--- src/rtl/uart_rx.sv ---
// Oversampling 8N1 UART receiver: recovers serial frames into bytes with done/frame-error strobes.
// Latency: 3 clk to detect a start edge; strobe one clk after the mid-stop-bit tick.
// Backpressure: none; the consumer must take o_data on the o_rx_done cycle.
module uart_rx #(
  parameter int NB_DATA = 8,
  parameter int N_TICKS = 16
) (
  input  logic               i_clk,
  input  logic               i_reset,
  input  logic               i_rx,
  input  logic               i_tick,
  output logic [NB_DATA-1:0] o_data,
  output logic               o_rx_done,
  output logic               o_frame_err
);

  localparam int TW = (N_TICKS > 1) ? $clog2(N_TICKS) : 1;
  localparam int BW = (NB_DATA > 1) ? $clog2(NB_DATA) : 1;

  localparam logic [TW-1:0] HALF_LAST = TW'(N_TICKS / 2 - 1);
  localparam logic [TW-1:0] FULL_LAST = TW'(N_TICKS - 1);
  localparam logic [BW-1:0] BIT_LAST  = BW'(NB_DATA - 1);

  typedef enum logic [1:0] {
    IDLE  = 2'd0,
    START = 2'd1,
    DATA  = 2'd2,
    STOP  = 2'd3
  } state_t;

  logic               rx_meta;
  logic               rx_s;
  state_t             state, state_nxt;
  logic [TW-1:0]      tick_cnt, tick_nxt;
  logic [BW-1:0]      bit_cnt, bit_nxt;
  logic [NB_DATA-1:0] sr, sr_nxt;
  logic [NB_DATA-1:0] data_nxt;
  logic               done_nxt;
  logic               err_nxt;

  // Two-flop synchronizer; resets to the idle-high line level so reset never fakes a start bit.
  always_ff @(posedge i_clk) begin
    if (i_reset) begin
      rx_meta <= 1'b1;
      rx_s    <= 1'b1;
    end else begin
      rx_meta <= i_rx;
      rx_s    <= rx_meta;
    end
  end

  // State, counters, shift register and registered output strobes.
  always_ff @(posedge i_clk) begin
    if (i_reset) begin
      state       <= IDLE;
      tick_cnt    <= '0;
      bit_cnt     <= '0;
      sr          <= '0;
      o_data      <= '0;
      o_rx_done   <= 1'b0;
      o_frame_err <= 1'b0;
    end else begin
      state       <= state_nxt;
      tick_cnt    <= tick_nxt;
      bit_cnt     <= bit_nxt;
      sr          <= sr_nxt;
      o_data      <= data_nxt;
      o_rx_done   <= done_nxt;
      o_frame_err <= err_nxt;
    end
  end

  // Frame sequencing: start detection is level-based in IDLE, everything else advances only on i_tick.
  always_comb begin
    state_nxt = state;
    tick_nxt  = tick_cnt;
    bit_nxt   = bit_cnt;
    sr_nxt    = sr;
    data_nxt  = o_data;
    done_nxt  = 1'b0;
    err_nxt   = 1'b0;

    case (state)
      IDLE: begin
        if (!rx_s) begin
          state_nxt = START;
          tick_nxt  = '0;
        end
      end

      START: begin
        if (i_tick) begin
          if (tick_cnt == HALF_LAST) begin
            // Mid start bit: a line already back high was only a glitch.
            if (!rx_s) begin
              state_nxt = DATA;
              tick_nxt  = '0;
              bit_nxt   = '0;
            end else begin
              state_nxt = IDLE;
            end
          end else begin
            tick_nxt = tick_cnt + TW'(1);
          end
        end
      end

      DATA: begin
        if (i_tick) begin
          if (tick_cnt == FULL_LAST) begin
            tick_nxt = '0;
            sr_nxt   = {rx_s, sr[NB_DATA-1:1]};
            if (bit_cnt == BIT_LAST) begin
              state_nxt = STOP;
            end else begin
              bit_nxt = bit_cnt + BW'(1);
            end
          end else begin
            tick_nxt = tick_cnt + TW'(1);
          end
        end
      end

      STOP: begin
        if (i_tick) begin
          if (tick_cnt == FULL_LAST) begin
            // Leave at mid stop bit so a start edge right after the stop bit is caught.
            state_nxt = IDLE;
            tick_nxt  = '0;
            if (rx_s) begin
              data_nxt = sr;
              done_nxt = 1'b1;
            end else begin
              err_nxt = 1'b1;
            end
          end else begin
            tick_nxt = tick_cnt + TW'(1);
          end
        end
      end

      default: begin
        state_nxt = IDLE;
      end
    endcase
  end

endmodule

--- config.mk ---
export PLATFORM = sky130hd
export DESIGN_NAME = uart_rx
export DESIGN_NICKNAME = d
export VERILOG_FILES = /design/src/rtl/uart_rx.sv
export SDC_FILE = /design/constraint.sdc
export NUM_CORES = 1
export LEC_CHECK = 0
export ABC_AREA = 1
export CAP_MARGIN = 20
export CORE_MARGIN = 5
export CORE_UTILIZATION = 30
export DETAILED_ROUTE_END_ITERATION = 10
export GPL_TIMING_DRIVEN = 1
export PLACE_DENSITY = 0.49
export SLEW_MARGIN = 20
export SYNTH_ARGS = -nofsm -noshare
export SYNTH_HDL_FRONTEND = slang
export SYNTH_SLANG_ARGS = --single-unit
--- constraint.sdc ---
create_clock -name i_clk -period 1.65 [get_ports i_clk]
set_input_delay 0.33 -clock i_clk [delete_from_list [all_inputs] [get_ports i_clk]]
set_output_delay 0.33 -clock i_clk [all_outputs]
set_load 0.01 [all_outputs]
==> reports/summary.md <==
Dividing total power by cell area gives a power density of 899.7 nW/um^2. Setup violations remaining at the end of the flow were counted as 0. The run gives 0 as the hold-fix buffer count after cts. The worst IR drop on VDD is 438.7 uV, and the number of buffer and inverter instances along the worst setup path is 1. The detail route stage leaves a number of antenna-violating nets equal to 0. The slowest stage of the critical path belongs to the cell clkdlybuf4s50_1.

The worst setup path is captured at an output pin. The antenna diode instance count was 0; the die boundary height was 75.16 um. The classification of the worst-slack hold path was flop to flop. At the worst endpoint, the required time is 1.32 ns. At the pin with the least slew margin, the transition time is 0.2744 ns. The net count of the finished layout is 194, and the area enclosed by the die boundary is 5649 um^2. The run gives 1274 um^2 as the netlist area before placement.

Setup repair after global routing left no endpoint under its margin. Buffers placed on the I/O ports in this run total 13. The tool flagged a number of max-cap violations equal to 0. The cell family contributing the most delay on the critical path is buffers and inverters.

The clock passes through at most 2 buffers. Routed wire length: 2.588 mm. TritonCTS built the clock tree. The run gives 671.3 MHz as the timing-limited maximum frequency. Number of search-and-repair iterations in the first detailed-routing pass: 4. The cell leakage power was 0.0006422 uW.

Dividing the detail-routed via count by the number of cells gives 4.561. Setup slack on the critical path of the routed design comes to 0.1603 ns. The die is 75.16 um wide. Kind of critical path: flop to output pin. The final hold violation count is 0, and the fraction of final layout cells sized beyond drive strength 1 is 20.32%. At the end of routability-driven placement, the weighted congestion stood at 0.7413.

The total overflow left after global routing is 0. The final number of max-transition violations is 0, and the number of ports placed on the die boundary is 14. Of all nets on the critical path, the largest fanout is 2. The worst setup path is launched from a flop.

For this run, design rule violations remaining after detail routing come to 0. Walking the worst path, the cells encountered are clkdlybuf4s50_1. The number of DRC violations after detailed-routing iteration 0 was 52. Flop and latch count out of synthesis: 29. The smallest clock period supported by the final layout is computed as 1.490 ns. The total negative setup slack came out at 0 ns. The share of the Yosys chip area taken by registers is 45.58%. The maximum number of pins on one net before global-route repair is 24, and the post-synthesis area per instance is 7.862 um^2.

The smallest hold slack was 0.4167 ns. Prior to clock tree synthesis, the placed netlist has a worst setup slack of 0.006982 ns. For this run, the number of standard cells in the final layout without fillers is 237.

The flow ran to the end, and the final reports show no timing, DRC or antenna violations. The total power was 1448 uW; the share of the cycle needed by the critical path after routing was 90.29%. Summing all flip-flop and latch instances after layout gives 581.8 um^2. The tools report the synthesis warning total as 0. In this run, distinct cell masters in the synthesized netlist total 25.

The tools report the effective utilization at floorplan as 31.39%. The later pin in the worst-skew pair is clocked with a latency of 0.27 ns. The detailed router placed 1081 vias in this run. On the worst path, the slowest cell contributes a delay of 0.54 ns.

Via count of the first global-routing pass: 1050. The clock transition time at the flip-flop clock pins of the worst setup and hold paths is 0.06 ns, and the number of clock sinks is 29. Data arrival time of the worst path: 1.16 ns. The first global-routing pass estimated 4.491 mm of wire. The run gives 0 as the number of antenna violations at the first check in global routing. Fill cells in the final layout number 396.

In the final routed layout, each cell accounts on average for 10.92 um. Total routing usage reported by global routing: 10.65%. The cell count after synthesis came out at 162. The tree is rooted in a clkbuf_8.

Buffers inserted during clock tree synthesis total 5. The H-tree generated during clock tree synthesis spans 2 levels. The net count of the mapped netlist is 169, and the area added between synthesis and finish is 26.33%.

The logs give 1.918 mm for the sum of net half-perimeters after detailed placement and 81.68% for the worst max-slew margin expressed relative to the limit. The worst clock skew is 0.005735 ns, and the placeable core region is 4058 um^2. Row generation in the floorplan step produced 23 rows. For the number of placed cells counting well taps, the log shows 228. Total area of multi-input combinational cells: 608.1 um^2.
-- layer usage --
metal | track usage [%] | routed length [um] | vias to the layer above
met2 | 17.99 | 1194 | 17
li1 | - | - | 581
met3 | 4.940 | 126 | 6
met1 | 11.16 | 1205 | 477
met5 | 0 | 0 | -
met4 | 5.243 | 61 | 0
-- logic make-up (layout without fill, tap and decap cells) --
family                     Yosys count  in the layout  synth area share, %
AOI/OAI and AO/OA                   35             35                15.82
xor gates and xnor gates             1              1               0.6877
adders and majority gates            3              3                2.947
buffers and inverters               20             45                7.269
DFF                                 29             29                45.58
and+or+nand+nor                     74             74                27.70
-- final timing paths --
path                                                from  slack, ns  depth (start not counted)                     end
worst max-delay path              o_data[4]$_SDFFE_PP0P_       0.16                          1               o_data[4]
worst min-delay path                  rx_meta$_SDFF_PP1_       0.42                          1         rx_s$_SDFF_PP1_
worst max register to register  tick_cnt[1]$_SDFFE_PP0P_       0.17                          8  o_data[6]$_SDFFE_PP0P_
worst min register to register        rx_meta$_SDFF_PP1_       0.42                          1         rx_s$_SDFF_PP1_
-- report_power, final --
part           internal, uW  switching (uW)
logic                  57.5            91.3
registers               714            17.9
clock network           330             238
-- Yosys cell counts --
| cell | instances | area [um^2] |
|---|---|---|
| dfxtp_1 | 29 | 580.6 |
| nand2_1 | 29 | 108.9 |
| nor2_1 | 17 | 63.81 |
| a21oi_1 | 15 | 75.07 |
| inv_1 | 14 | 52.55 |
| nand3_1 | 11 | 55.05 |
| o21ai_0 | 9 | 45.04 |
| nor3_1 | 4 | 20.02 |
| o21ai_1 | 4 | 20.02 |
| o21ai_2 | 4 | 35.03 |
| ha_1 | 3 | 37.54 |
| nand2_2 | 3 | 18.77 |
| nor2_4 | 3 | 33.78 |
| a21oi_2 | 2 | 17.52 |
| buf_2 | 2 | 10.01 |
| buf_6 | 2 | 22.52 |
| inv_2 | 2 | 7.510 |
| or2_2 | 2 | 12.51 |
| a211o_1 | 1 | 8.760 |
| nand2_4 | 1 | 11.26 |
| nand3_2 | 1 | 10.01 |
| nand4_1 | 1 | 6.260 |
| nor2_2 | 1 | 6.260 |
| nor4_1 | 1 | 6.260 |
| xor2_1 | 1 | 8.760 |
-- flip-flops by register name, indices dropped and copies added, names as in the netlist, named ones only --
register and flops:
o_data 8, sr 8, tick_cnt 4, bit_cnt 3, o_frame_err 1, o_rx_done 1, rx_meta 1, rx_s 1
state 1
-- through the flow --
stage	utilization (%)	area [um^2]
2_1_floorplan	-	1274
3_3_place_gp	36.94	1499
3_5_place_dp	36.94	1499
4_1_cts	39.07	1585
5_1_grt	39.65	1609
6_report	39.65	1609
-- cell type report --
type,count,area share [%]
flip-flops and latches,29,36.16
inverters,16,3.733
clock buffers,7,5.365
repair buffers,22,13.06
well taps,50,3.888
multi-input cells,113,37.79
-- worst reg2reg max path: cells and delay by family, from the launching register on --
family | cells | cell delay (ns)
buffers and inverters | 2 | 0.28
flip-flops | 1 | 0.35
AO/OA/AOI/OAI | 1 | 0.05
AND/OR/NAND/NOR | 4 | 0.50
adder cells (fa/ha/maj) | 1 | 0.23
-- placed cells by master (no fill, tap or decap), drive strengths merged --
master / instances
a211o: 1
a21oi: 17
buf: 9
clkbuf: 7
clkdlybuf4s50: 13
dfxtp: 29
ha: 3
inv: 16
nand2: 33
nand3: 12
nand4: 1
nor2: 21
nor3: 4
nor4: 1
o21ai: 17
or2: 2
xor2: 1
-- what timing repair did --
item	CTS	global route
setup endpoints to repair	0	13
buffers inserted	0	2
gates resized for setup	0	4
Note: power is estimated with default switching activity, not from simulation.
